`src/rtl/pulse_train_gen_if.sv`:
```
// ---------------------------------------------------------------------------
// pulse_train_gen_if
//   Configuration write port of pulse_train_gen.
//
//   Handshake: cfg_we is a single-cycle write strobe with no ready/back
//   pressure. When cfg_we is high at a rising clk edge, cfg_addr / cfg_ch /
//   cfg_data are sampled on that same edge and the write is complete. The
//   slave never stalls. cfg_pend and cfg_err are registered status outputs.
//
//   Signals (master = config host, slave = pulse_train_gen):
//     cfg_we    master->slave  write strobe, one cycle
//     cfg_addr  master->slave  0 period, 1 delay, 2 width, 3 polarity
//     cfg_ch    master->slave  channel select for addr 1..3
//     cfg_data  master->slave  write data
//     cfg_pend  slave->master  shadow writes not yet applied
//     cfg_err   slave->master  sticky invalid-write flag
// ---------------------------------------------------------------------------
interface pulse_train_gen_if #(
    parameter int CH    = 2,
    parameter int CNT_W = 23
);
    localparam int CH_W = (CH > 1) ? $clog2(CH) : 1;

    logic             cfg_we;
    logic [1:0]       cfg_addr;
    logic [CH_W-1:0]  cfg_ch;
    logic [CNT_W-1:0] cfg_data;
    logic             cfg_pend;
    logic             cfg_err;

    modport master (
        output cfg_we, cfg_addr, cfg_ch, cfg_data,
        input  cfg_pend, cfg_err
    );

    modport slave (
        input  cfg_we, cfg_addr, cfg_ch, cfg_data,
        output cfg_pend, cfg_err
    );
endinterface

```
`src/rtl/pulse_train_gen.sv`:
```
// ---------------------------------------------------------------------------
// pulse_train_gen
//   Multi-channel programmable pulse generator. One shared period counter;
//   each channel emits one pulse per period with its own delay and width.
//   Period/delay/width (and optional polarity) are written into shadow
//   registers and copied to the active set at a period boundary (counter
//   wrap or sync), or continuously while disabled.
//
//   Optional feature macro: PULSE_GEN_POL_EN
//     defined   -> per-channel output polarity register (addr 3, bit 0)
//     undefined -> active-high outputs; addr 3 writes are silently ignored
//
//   Ports:
//     clk    in   system clock
//     rst_n  in   asynchronous active-low reset
//     en     in   run enable
//     sync   in   synchronous period restart strobe
//     cfg    if   configuration write port (pulse_train_gen_if.slave)
//     pulse  out  CH registered pulse outputs
//     tick   out  registered one-cycle strobe at period start
// ---------------------------------------------------------------------------
module pulse_train_gen #(
    parameter int CH        = 2,
    parameter int CNT_W     = 23,
    parameter int PERIOD    = 5_000_000,
    parameter int DEF_WIDTH = 5,
    parameter int DEF_DELAY = 0
) (
    input  logic                 clk,
    input  logic                 rst_n,
    input  logic                 en,
    input  logic                 sync,
    pulse_train_gen_if.slave     cfg,
    output logic [CH-1:0]        pulse,
    output logic                 tick
);
    localparam int CH_W = (CH > 1) ? $clog2(CH) : 1;

    logic [CNT_W-1:0] cnt;
    logic [CNT_W-1:0] per_a, per_s;
    logic [CNT_W-1:0] dly_a [CH];
    logic [CNT_W-1:0] dly_s [CH];
    logic [CNT_W-1:0] wid_a [CH];
    logic [CNT_W-1:0] wid_s [CH];
    logic [CH-1:0]    raw;
    logic             pend_q, err_q;

    logic wrap, apply;
    logic ch_ok, wr_per, wr_dly, wr_wid, wr_pol, wr_bad, wr_ok;

    // Boundary detection. While disabled every cycle counts as a boundary so
    // the active set tracks the shadows.
    assign wrap  = (cnt == per_a - 1'b1);
    assign apply = !en || sync || wrap;

    // Write decode. Invalid writes touch no shadow and do not set pending.
    always_comb begin
        ch_ok  = (int'(cfg.cfg_ch) < CH);
        wr_per = cfg.cfg_we && (cfg.cfg_addr == 2'd0) && (cfg.cfg_data >= CNT_W'(2));
        wr_dly = cfg.cfg_we && (cfg.cfg_addr == 2'd1) && ch_ok;
        wr_wid = cfg.cfg_we && (cfg.cfg_addr == 2'd2) && ch_ok;
`ifdef PULSE_GEN_POL_EN
        wr_pol = cfg.cfg_we && (cfg.cfg_addr == 2'd3) && ch_ok;
        wr_bad = cfg.cfg_we &&
                 (((cfg.cfg_addr == 2'd0) && (cfg.cfg_data < CNT_W'(2))) ||
                  ((cfg.cfg_addr != 2'd0) && !ch_ok));
`else
        wr_pol = 1'b0;
        wr_bad = cfg.cfg_we &&
                 (((cfg.cfg_addr == 2'd0) && (cfg.cfg_data < CNT_W'(2))) ||
                  (((cfg.cfg_addr == 2'd1) || (cfg.cfg_addr == 2'd2)) && !ch_ok));
`endif
        wr_ok  = wr_per || wr_dly || wr_wid || wr_pol;
    end

    // Pulse window. The end bound is formed one bit wider so delay+width can
    // never wrap; windows running past per-1 are cut off naturally because
    // cnt never exceeds per-1.
    always_comb begin
        raw = '0;
        for (int i = 0; i < CH; i++) begin
            raw[i] = (cnt >= dly_a[i]) &&
                     ({1'b0, cnt} < ({1'b0, dly_a[i]} + {1'b0, wid_a[i]}));
        end
    end

`ifdef PULSE_GEN_POL_EN
    logic [CH-1:0] pol_a, pol_s;

    always_ff @(posedge clk or negedge rst_n) begin
        if (!rst_n) begin
            pol_a <= '0;
            pol_s <= '0;
        end else begin
            if (apply) pol_a <= pol_s;
            for (int i = 0; i < CH; i++) begin
                if (wr_pol && (cfg.cfg_ch == CH_W'(i))) pol_s[i] <= cfg.cfg_data[0];
            end
        end
    end
`else
    logic [CH-1:0] pol_a;
    assign pol_a = '0;
`endif

    // Counter and registered outputs. Idle level of each pulse is its
    // active polarity.
    always_ff @(posedge clk or negedge rst_n) begin
        if (!rst_n) begin
            cnt   <= '0;
            pulse <= '0;
            tick  <= 1'b0;
        end else if (!en || sync) begin
            cnt   <= '0;
            pulse <= pol_a;
            tick  <= 1'b0;
        end else begin
            cnt   <= wrap ? '0 : cnt + 1'b1;
            pulse <= raw ^ pol_a;
            tick  <= (cnt == '0);
        end
    end

    // Shadow/active configuration. A write on the apply edge lands in the
    // shadow only; the active copy takes the pre-write shadow value.
    always_ff @(posedge clk or negedge rst_n) begin
        if (!rst_n) begin
            per_a <= CNT_W'(PERIOD);
            per_s <= CNT_W'(PERIOD);
            for (int i = 0; i < CH; i++) begin
                dly_a[i] <= CNT_W'(DEF_DELAY);
                dly_s[i] <= CNT_W'(DEF_DELAY);
                wid_a[i] <= CNT_W'(DEF_WIDTH);
                wid_s[i] <= CNT_W'(DEF_WIDTH);
            end
        end else begin
            if (apply) begin
                per_a <= per_s;
                for (int i = 0; i < CH; i++) begin
                    dly_a[i] <= dly_s[i];
                    wid_a[i] <= wid_s[i];
                end
            end
            if (wr_per) per_s <= cfg.cfg_data;
            for (int i = 0; i < CH; i++) begin
                if (wr_dly && (cfg.cfg_ch == CH_W'(i))) dly_s[i] <= cfg.cfg_data;
                if (wr_wid && (cfg.cfg_ch == CH_W'(i))) wid_s[i] <= cfg.cfg_data;
            end
        end
    end

    // Status flags. A write on the apply edge keeps pending set.
    always_ff @(posedge clk or negedge rst_n) begin
        if (!rst_n) begin
            pend_q <= 1'b0;
            err_q  <= 1'b0;
        end else begin
            if (wr_ok)      pend_q <= 1'b1;
            else if (apply) pend_q <= 1'b0;
            if (wr_bad)     err_q  <= 1'b1;
        end
    end

    assign cfg.cfg_pend = pend_q;
    assign cfg.cfg_err  = err_q;

endmodule

```
`src/flat_wrapper.sv`:
```
// flat-port wrapper written by rule: the top's interface ports become plain ports
module pulse_train_gen_flat 
#(
    parameter int CH        = 2,
    parameter int CNT_W     = 23,
    parameter int PERIOD    = 5_000_000,
    parameter int DEF_WIDTH = 5,
    parameter int DEF_DELAY = 0
)
  (clk, rst_n, en, sync, pulse, tick, cfg_cfg_we, cfg_cfg_addr, cfg_cfg_ch, cfg_cfg_data, cfg_cfg_pend, cfg_cfg_err);
  pulse_train_gen_if #(.CH(CH), .CNT_W(CNT_W)) cfg_i ();
  input  logic clk;
  input  logic rst_n;
  input  logic en;
  input  logic sync;
  output logic [CH-1:0] pulse;
  output logic tick;
  input wire logic [$bits(cfg_i.cfg_we)-1:0] cfg_cfg_we;
  input wire logic [$bits(cfg_i.cfg_addr)-1:0] cfg_cfg_addr;
  input wire logic [$bits(cfg_i.cfg_ch)-1:0] cfg_cfg_ch;
  input wire logic [$bits(cfg_i.cfg_data)-1:0] cfg_cfg_data;
  output wire logic [$bits(cfg_i.cfg_pend)-1:0] cfg_cfg_pend;
  output wire logic [$bits(cfg_i.cfg_err)-1:0] cfg_cfg_err;
  assign cfg_i.cfg_we = cfg_cfg_we;
  assign cfg_i.cfg_addr = cfg_cfg_addr;
  assign cfg_i.cfg_ch = cfg_cfg_ch;
  assign cfg_i.cfg_data = cfg_cfg_data;
  assign cfg_cfg_pend = cfg_i.cfg_pend;
  assign cfg_cfg_err = cfg_i.cfg_err;
  pulse_train_gen #(.CH(CH), .CNT_W(CNT_W), .PERIOD(PERIOD), .DEF_WIDTH(DEF_WIDTH), .DEF_DELAY(DEF_DELAY)) u_core (.clk(clk), .rst_n(rst_n), .en(en), .sync(sync), .cfg(cfg_i), .pulse(pulse), .tick(tick));
endmodule
```
`config.mk`:
```
export PLATFORM = sky130hd
export DESIGN_NAME = pulse_train_gen_flat
export DESIGN_NICKNAME = d
export VERILOG_FILES = /design/src/rtl/pulse_train_gen_if.sv /design/src/rtl/pulse_train_gen.sv /design/src/flat_wrapper.sv
export SDC_FILE = /design/constraint.sdc
export NUM_CORES = 1
export LEC_CHECK = 0
export ABC_AREA = 1
export ABC_CLOCK_PERIOD_IN_PS = 3300
export BUFFER_PORTS_ARGS = -buffer_cell sky130_fd_sc_hd__clkbuf_2
export CAP_MARGIN = 15
export CORE_MARGIN = 4
export CORE_UTILIZATION = 45
export DETAILED_ROUTE_END_ITERATION = 8
export PLACE_DENSITY = 0.62
export SLEW_MARGIN = 5
export SYNTH_ARGS = -nofsm -noshare
export SYNTH_HDL_FRONTEND = slang
export SYNTH_SLANG_ARGS = --single-unit
```
`constraint.sdc`:
```
create_clock -name clk -period 3.3 [get_ports clk]
set_input_delay 0.33 -clock clk [delete_from_list [all_inputs] [get_ports clk]]
set_output_delay 0.33 -clock clk [all_outputs]
set_load 0.05 [all_outputs]
```
==> impl_metrics.json, run 1 <==
{
  "hold_path.class": "in2reg",
  "max_freq_mhz": 328.1,
  "grt_first_pass_wirelength_mm": 74.15,
  "syn_inst": 1949,
  "cts_tree": "yes",
  "drt-met1-wl_mm": 23.00,
  "routed_via_density": 5.439,
  "p_per_area_mw_per_mm2": 615.3,
  "max_cap_violations": 0,
  "tns_ns": 0,
  "multi_input_area_mm2": 0.008118,
  "rsz0062_at_grt": "no",
  "drive_gt1_share_pct": 9.221,
  "skew_ns": 0.009073,
  "slew_viol_final": 0,
  "critical_path_class": "reg2reg",
  "p_total_uw": 10750,
  "p_leak_uw": 0.008917,
  "cts.sinks": 258,
  "tightest_slew_ns": 0.8584,
  "place.gp.congestion": 0.9675,
  "synth.most_common_cell": "nand2_1",
  "wl_met2_mm": 19.81,
  "n_fill_cell": 3254,
  "synthToLayoutAreaGrowth_pct": 12.49,
  "ioPinCount": 36,
  "synth_cell_types": 42,
  "critPathLaunchType": "flip-flop",
  "core_mm2": 0.03378,
  "first_iter_violations": 959,
  "worst_slew_margin_rel_pct": 42.78,
  "cp-end-kind": "flip-flop",
  "yosys.area.top_type": "dfrtp_1",
  "dr.max_layer_used": "met4",
  "period_share_pct": 92.35,
  "hold_violations": 0,
  "numCtsBuffers": 29,
  "syn_avg_cell_area_um2": 7.966,
  "dr_wl_met3_mm": 3.286,
  "synth_nets": 2121,
  "avgRoutedWirePerCell_um": 18.97,
  "io_buffers": 35,
  "required_ns": 3.80,
  "grt_max_degree": 117,
  "syn_area_mm2": 0.01553,
  "period_minus_slack_ns": 3.048,
  "grt_antenna_before_repair": 1,
  "grt-ovfl-total": 0,
  "wl_mm": 46.96,
  "clockBufferDepth": 3,
  "cts_htree_levels": 1,
  "ir_drop_mv": 0.4731,
  "via_count": 13470,
  "drc": 0,
  "synth_top_area_share_pct": 37.71,
  "grt_usage_pct": 24.64,
  "die_h_um": 193.8,
  "die_x_um": 193.8,
  "cts_root_buf": "clkbuf_16",
  "grt_pass1_vias": 12940,
  "num_antenna_cells": 0,
  "clkLatencyLatePin_ns": 0.57,
  "fin_nets": 2177,
  "outcome": "finished, final reports clean",
  "arrival_ns": 3.55,
  "synth_edf_count": 0,
  "hpwl_mm": 34.10,
  "synth_commonest_cells": "nand2_1, dfrtp_1, nand3_1",
  "start_util_pct": 45.96,
  "yosys_warnings": 0,
  "dieArea_mm2": 0.03754,
  "final-setup-viol-count": 0,
  "yosysSeqAreaShare_pct": 41.78,
  "num_rows": 67,
  "ant_nets": 0,
  "regArea_mm2": 0.006486,
  "firstDrtPassIters": 5,
  "ys.flop_type": "dfrtp_1",
  "crit_fanout": 4,
  "clk_pin_slew_ns": 0.06,
  "synthArstFlopShare_pct": 100.0,
  "synth-seq-cells": 258,
  "synth_area_leaders": "dfrtp_1, nand2_1, ha_1, nand3_1, o21ai_0"
}
## power by group
group | switching [uW] | total, uW | internal (uW)
logic | 1980 | 3190 | 1210
registers | 420 | 4150 | 3730
clock network | 1390 | 3410 | 2020
total | 3790 | 10700 | 6960
## cell type report
cell class	count	area share (%)
Clock buffer	39	4.771
Clock inverter	15	1.053
Inverter	166	3.568
Multi-Input combinational cell	1462	46.48
Sequential cell	258	37.14
Tap cell	448	3.209
Timing Repair Buffer	88	3.783
## cells by family after synthesis
family	count (synthesis)	synth area share [%]
compound gates	297	10.23
xor+xnor	81	4.569
fa+ha+maj	141	11.46
buf+inv	229	6.165
flops	258	41.78
simple gates	943	25.80
## metal layers
metal | global-route usage [%] | vias up
met5 | 0 | -
met4 | 4.694 | 0
met3 | 5.265 | 51
met2 | 36.66 | 388
met1 | 37.37 | 6472
li1 | - | 6555
## flip-flops by register name (all words and copies together) (netlist names)
signal,flops
u_core.dly_a,46
u_core.dly_s,46
u_core.wid_a,46
u_core.wid_s,46
u_core.cnt,23
u_core.per_a,23
u_core.per_s,23
u_core.pulse,2
u_core.cfg.cfg_err,1
u_core.cfg.cfg_pend,1
u_core.tick,1
## worst paths after layout
kind                                         startpoint                             end  slack [ns]  cells past startpoint
min                                     cfg_cfg_addr[1]  u_core.cfg.cfg_err$_DFFE_PN0P_        0.08                      4
max reg2reg                u_core.wid_a[25]$_DFFE_PN1P_       u_core.pulse[0]$_DFF_PN0_        0.25                     14
max in group asynchronous                         rst_n    u_core.wid_a[23]$_DFFE_PN1P_        2.00                      3
min reg2reg                u_core.per_s[18]$_DFFE_PN1P_    u_core.per_a[18]$_DFFE_PN1P_        0.46                      2
min in group asynchronous                         rst_n    u_core.wid_a[37]$_DFFE_PN0P_        0.39                      2
max                        u_core.wid_a[25]$_DFFE_PN1P_       u_core.pulse[0]$_DFF_PN0_        0.25                     14
## per-stage QoR
stage / area (um2) / util [%] / setup slack (ns) / hold WS, ns / std cells
after floorplan: 15530 / - / 0.5094 / 0.03441 / 1949
after global placement: 16410 / 48.57 / 0.1464 / 0.4182 / 2420
after detailed placement: 16410 / 48.57 / 0.1329 / 0.4246 / 2420
after CTS: 17440 / 51.61 / 0.1097 / 0.05639 / 2475
after global routing: 17470 / 51.70 / 0.006122 / 0.09076 / 2476
final: 17470 / 51.70 / 0.2525 / 0.07730 / 2476
## critical path, stage by stage (launching register included)
cell and delay (ns):
dfstp_2 0.54, ha_1 0.27, a21oi_1 0.21, o21ai_0 0.26, a21oi_2 0.25, inv_1 0.09
a21oi_1 0.21, xor2_1 0.23, ha_1 0.28, a21oi_1 0.14, o21a_1 0.13, o221ai_1 0.11
a21oi_1 0.14, nor2_1 0.05, nor2_1 0.08
## layout by cell type (no fill, tap or decap), types with 8 or more instances in the layout
cell type and count:
a21o_1 9, a21oi_1 91, buf_4 46, clkbuf_16 29
clkbuf_2 34, dfrtp_1 234, dfstp_2 24, ha_1 139
inv_1 165, nand2_1 549, nand3_1 172, nand4_1 31
nor2_1 127, nor2_2 8, nor3_1 19, nor4_1 16
o21a_1 10, o21ai_0 158, xnor2_1 42, xor2_1 39
## what timing repair did
action / 4_1_cts / 5_1_grt
endpoints found under the hold margin: 78 / 0
setup buffers: 0 / 1
hold buffers: 1 / 0
gates resized for setup: 0 / 10
setup endpoints to repair: 0 / 2
(Power assumes the default switching activity.)
==> inputs of run 2 (changes only) <==
Settings changed: GPL_TIMING_DRIVEN from default to 0.
==> impl_metrics.json, run 2 (synthesis results as in run 1) <==
{
  "critPathLaunchType": "flip-flop",
  "tightest_slew_ns": 0.8696,
  "skew_ns": 0.02146,
  "crit_path_max_incr_delay_ns": 0.58,
  "reg2reg_depth": 17,
  "swShare_pct": 35.36,
  "die_h_um": 193.8,
  "firstDrtPassIters": 5,
  "ir_drop_mv": 0.4494,
  "slew_viol_final": 0,
  "die_x_um": 193.8,
  "r2r-end": "u_core.pulse[0]$_DFF_PN0_",
  "p_per_area_mw_per_mm2": 620.0,
  "arrival_ns": 3.55,
  "wl_mm": 47.44,
  "avgRoutedWirePerCell_um": 19.04,
  "clockBufferDepth": 3,
  "grt_pass1_vias": 12810,
  "grt_antenna_before_repair": 1,
  "period_share_pct": 94.52,
  "dp_cells": 2434,
  "timing.critical_path.mode_cell": "nand3_1",
  "stdcell_count": 2491,
  "cp_cell_sequence": "ha_1 -> inv_1 -> fa_2 -> inv_1 -> a21oi_2 -> o21ai_2 -> nand3_1 -> nand2_1 -> xnor2_1 -> ha_1 -> a21oi_1 -> o21a_1 -> o21ai_0 -> a21o_1 -> nand3_1 -> nand3_1 -> nor2_1",
  "io_buffers": 35,
  "grt_first_pass_wirelength_mm": 73.66,
  "critical_path_class": "reg2reg",
  "crit_fanout": 4,
  "clkLatencyLatePin_ns": 0.55,
  "clk_pin_slew_ns": 0.07,
  "ant_nets": 0,
  "p_sw_uw": 3817,
  "grt_max_degree": 111,
  "cts_htree_levels": 1,
  "max_freq_mhz": 320.6,
  "routed_via_density": 5.399,
  "num_rows": 67,
  "period_minus_slack_ns": 3.119,
  "intPower_uw": 6976,
  "worst_slew_margin_rel_pct": 42.03,
  "reg2reg_from": "u_core.wid_a[23]$_DFFE_PN1P_",
  "place_area_mm2": 0.01633,
  "fin_util_pct": 51.53,
  "layout_commonest_cell": "nand2_1",
  "grt-ovfl-total": 0,
  "dieArea_mm2": 0.03754,
  "layout_common_cells": "nand2_1, dfrtp_1, nand3_1",
  "core_mm2": 0.03378,
  "setup.worst_path.end": "u_core.pulse[0]$_DFF_PN0_",
  "synthToLayoutAreaGrowth_pct": 12.12,
  "hpwl_mm": 36.58,
  "grt_usage_pct": 24.81,
  "p_total_uw": 10790,
  "drive_gt1_share_pct": 7.933,
  "p_clk_share_pct": 31.3,
  "drc": 0,
  "rrSetupSlack_ns": 0.18,
  "ioPinCount": 36,
  "cts_tree": "yes",
  "via_count": 13450,
  "timing.hold.ws_ns": 0.1133,
  "cp-startpoint": "u_core.wid_a[23]$_DFFE_PN1P_",
  "place.gp.congestion": 0.9347,
  "max_cap_violations": 0,
  "numCtsBuffers": 28,
  "slowest_stage": "dfstp_2",
  "first_iter_violations": 1063,
  "postLayoutCellArea_mm2": 0.01741,
  "pwr-share-seq_pct": 39.6,
  "start_util_pct": 45.96,
  "rsz0062_at_grt": "yes",
  "required_ns": 3.73,
  "outcome": "finished, final reports clean",
  "cp-end-kind": "flip-flop",
  "cts.sinks": 258,
  "hold_violations": 0,
  "comb_power_share_pct": 29.1,
  "hold_path.class": "in2reg",
  "final-setup-viol-count": 0,
  "p_leak_uw": 0.008808,
  "cts_root_buf": "clkbuf_16",
  "fin_nets": 2192
}
## run 2: worst min-delay path by stage
stage / cells after the start / slack, ns / end / startpoint
finish: 4 / 0.11 / u_core.cfg.cfg_err$_DFFE_PN0P_ / cfg_cfg_addr[0]
global placement: 2 / 0.45 / u_core.wid_a[23]$_DFFE_PN1P_ / u_core.wid_s[23]$_DFFE_PN1P_
detailed placement: 1 / 0.42 / u_core.pulse[0]$_DFF_PN0_ / rst_n
CTS: 4 / 0.1 / u_core.cfg.cfg_err$_DFFE_PN0P_ / cfg_cfg_addr[1]
floorplan: 0 / 0.03 / u_core.cfg.cfg_err$_DFFE_PN0P_ / rst_n
global route: 4 / 0.12 / u_core.cfg.cfg_err$_DFFE_PN0P_ / cfg_cfg_addr[1]
## run 2: worst max-delay path: cells and delay by family, from the launching register on
family	cells	cell delay [ns]
adder cells (fa/ha/maj)	3	0.81
buffers and inverters	2	0.19
AO/OA/AOI/OAI	6	0.83
AND/OR/NAND/NOR	5	0.43
flip-flops	1	0.58
XOR/XNOR	1	0.19
## run 2: power by group through the flow
stage | Clock (uW) | Combinational (uW) | Sequential [uW]
after floorplan | 0 | 2280 | 4050
after global placement | 0 | 2980 | 4290
after detailed placement | 0 | 3060 | 4300
after CTS | 3430 | 3090 | 4250
after global routing | 3570 | 3590 | 4320
final | 3380 | 3140 | 4270
## run 2: per-layer routing
metal | share of wire (%) | GRT usage (%)
met2 | 41 | 35.35
met4 | 3.4 | 8.471
met5 | 0.027 | 0
met3 | 5.5 | 2.346
met1 | 50 | 39.30
## run 2: cell type report
cell class / count / area [um2]
clock inverters: 12 / 170.2
multi-input cells: 1462 / 8123
repair buffers: 41 / 271.5
plain buffers: 63 / 334.1
diodes: 1 / 2.502
clock buffers: 40 / 837.1
fillers: 3249 / 16380
well taps: 448 / 560.5
inverters: 166 / 623.1
flip-flops and latches: 258 / 6486
## run 2: timing repair
item | CTS | global route
endpoints found under the hold margin | 72 | 0
buffers inserted | 0 | 3
gates resized for setup | 2 | 15
pin swaps | 0 | 4
endpoints found under the setup margin | 2 | 2
hold buffers | 1 | 0
## run 2: per-stage QoR
step	TNS, ns	setup slack (ns)
final	0	0.1809
after global routing	-0.05617	-0.03798
after CTS	0	0.006652
after detailed placement	-0.1536	-0.08181
after global placement	-859.70	-3.537
after floorplan	0	0.5094
==> inputs of run 3 (changes only) <==
Settings changed: CORE_ASPECT_RATIO from default to 1.2.
==> impl_metrics.json, run 3 (synthesis results as in run 1) <==
{
  "outcome": "finished, final reports clean",
  "core_mm2": 0.03407,
  "p_clk_share_pct": 28.3,
  "critPathLaunchType": "flip-flop",
  "die_x_um": 177.6,
  "place_area_mm2": 0.01634,
  "cp_cell_sequence": "ha_2 -> a21oi_2 -> nand2_2 -> nand3_1 -> nand2_2 -> a21oi_4 -> o21ai_2 -> xnor2_1 -> ha_1 -> a21oi_1 -> o21ai_1 -> nand3_1 -> a21boi_0 -> o21ai_1 -> nand3_1 -> nor2_2",
  "tns_ns": 0,
  "synthToLayoutAreaGrowth_pct": 11.23,
  "clkLatencyLatePin_ns": 0.54,
  "ir_drop_mv": 0.4548,
  "period_minus_slack_ns": 3.081,
  "slew_viol_final": 0,
  "first_iter_violations": 909,
  "grt_first_pass_wirelength_mm": 72.97,
  "fin_nets": 2190,
  "comb_power_share_pct": 30.3,
  "max_freq_mhz": 324.6,
  "numCtsBuffers": 26,
  "wl_mm": 46.46,
  "intPower_uw": 6601,
  "die_h_um": 211.5,
  "layout_common_cells": "nand2_1, dfrtp_1, nand3_1",
  "clk_pin_slew_ns": 0.06,
  "crit_path_max_incr_delay_ns": 0.56,
  "swShare_pct": 35.65,
  "p_per_area_mw_per_mm2": 594.0,
  "grt_usage_pct": 25.05,
  "place.gp.congestion": 0.9266,
  "cts_root_buf": "clkbuf_16",
  "ant_nets": 0,
  "dieArea_mm2": 0.03755,
  "required_ns": 3.77,
  "cts_tree": "yes",
  "grt_pass1_vias": 13080,
  "cp-end-kind": "flip-flop",
  "firstDrtPassIters": 5,
  "ioPinCount": 36,
  "timing.critical_path.mode_cell": "nand3_1",
  "cts.sinks": 258,
  "slowest_stage": "dfstp_2",
  "p_leak_uw": 0.008717,
  "grt_max_degree": 101,
  "path_buf_inv": 0,
  "num_rows": 74,
  "hpwl_mm": 35.97,
  "p_sw_uw": 3657,
  "skew_ns": 0.01383,
  "start_util_pct": 45.57,
  "max_cap_violations": 0,
  "grt-ovfl-total": 0,
  "hold_violations": 0,
  "layout_commonest_cell": "nand2_1",
  "n_fill_cell": 3428,
  "period_share_pct": 93.36,
  "io_buffers": 35,
  "grt_antenna_before_repair": 2,
  "hold_path.class": "in2reg",
  "crit_family": "compound AO/OA/AOI/OAI gates",
  "routed_via_density": 5.351,
  "crit_fanout": 5,
  "clockBufferDepth": 3,
  "drc": 0,
  "drive_gt1_share_pct": 7.753,
  "worst_slew_margin_rel_pct": 46.28,
  "postLayoutCellArea_mm2": 0.01727,
  "via_count": 13350,
  "final-setup-viol-count": 0,
  "critical_path_class": "reg2reg",
  "arrival_ns": 3.55,
  "avgRoutedWirePerCell_um": 18.62,
  "pwr-share-seq_pct": 41.4,
  "tightest_slew_ns": 0.8058,
  "cts_htree_levels": 1
}
run 3: path summary, 6_finish.rpt:
| path | startpoint | endpoint | slack, ns | depth (start not counted) |
|---|---|---|---|---|
| max | u_core.wid_a[2]$_DFFE_PN1P_ | u_core.pulse[1]$_DFF_PN0_ | 0.22 | 16 |
| min | cfg_cfg_addr[1] | u_core.cfg.cfg_err$_DFFE_PN0P_ | 0.11 | 4 |
| max reg2reg | u_core.wid_a[2]$_DFFE_PN1P_ | u_core.pulse[1]$_DFF_PN0_ | 0.22 | 16 |
| min reg2reg | u_core.wid_s[23]$_DFFE_PN1P_ | u_core.wid_a[23]$_DFFE_PN1P_ | 0.46 | 2 |
| max in group asynchronous | rst_n | u_core.dly_a[19]$_DFFE_PN0P_ | 1.95 | 3 |
| min in group asynchronous | rst_n | u_core.wid_s[34]$_DFFE_PN0P_ | 0.39 | 2 |
run 3: repair_timing:
action	in CTS	in global routing
hold endpoints to repair	70	0
hold buffers	1	0
pin swaps	0	6
setup buffers	0	3
setup endpoints to repair	2	2
resized for setup	4	23
run 3: tightest hold or removal path, delay by kind of cell:
family	cells	cell delay [ns]
simple gates	1	0.07
compound gates	1	0.07
buf+inv	2	0.13
run 3: layer usage:
layer	up-vias	GRT usage (%)	part of all wire, %
met3	69	2.893	4.8
met5	-	0	0.11
li1	6617	-	-
met2	306	38.37	43
met4	3	9.392	3.9
met1	6355	36.70	48
run 3: layout make-up:
class | instances | area (um2) | share of cell area [%]
multi-input combinational | 1462 | 8140 | 47.14
sequential | 258 | 6486 | 37.56
clock buffer | 41 | 778.2 | 4.507
inverter | 166 | 623.1 | 3.608
tap | 456 | 570.5 | 3.304
buffer | 63 | 334.1 | 1.934
timing repair buffer | 41 | 271.5 | 1.572
clock inverter | 7 | 62.56 | 0.3623
antenna | 1 | 2.502 | 0.01449
run 3: through the flow:
stage | total power [uW] | hold WS (ns) | instances | setup slack, ns | util [%]
final | 10260 | 0.1053 | 2495 | 0.2193 | 50.68
after global placement | 7202 | 0.4477 | 2440 | -3.401 | 47.76
after detailed placement | 7296 | 0.4162 | 2442 | -0.1046 | 47.94
after CTS | 10250 | 0.08022 | 2491 | 0.01818 | 50.47
after global routing | 10960 | 0.1155 | 2494 | -0.0008180 | 50.68
after floorplan | 6328 | 0.03441 | 1949 | 0.5094 | -
run 3: power groups by stage:
stage	Clock, uW	Sequential [uW]	Combinational (uW)
5_1_grt	3100	4290	3560
3_3_place_gp	0	4260	2940
3_5_place_dp	0	4270	3030
2_1_floorplan	0	4050	2280
6_report	2910	4240	3110
4_1_cts	2980	4220	3060
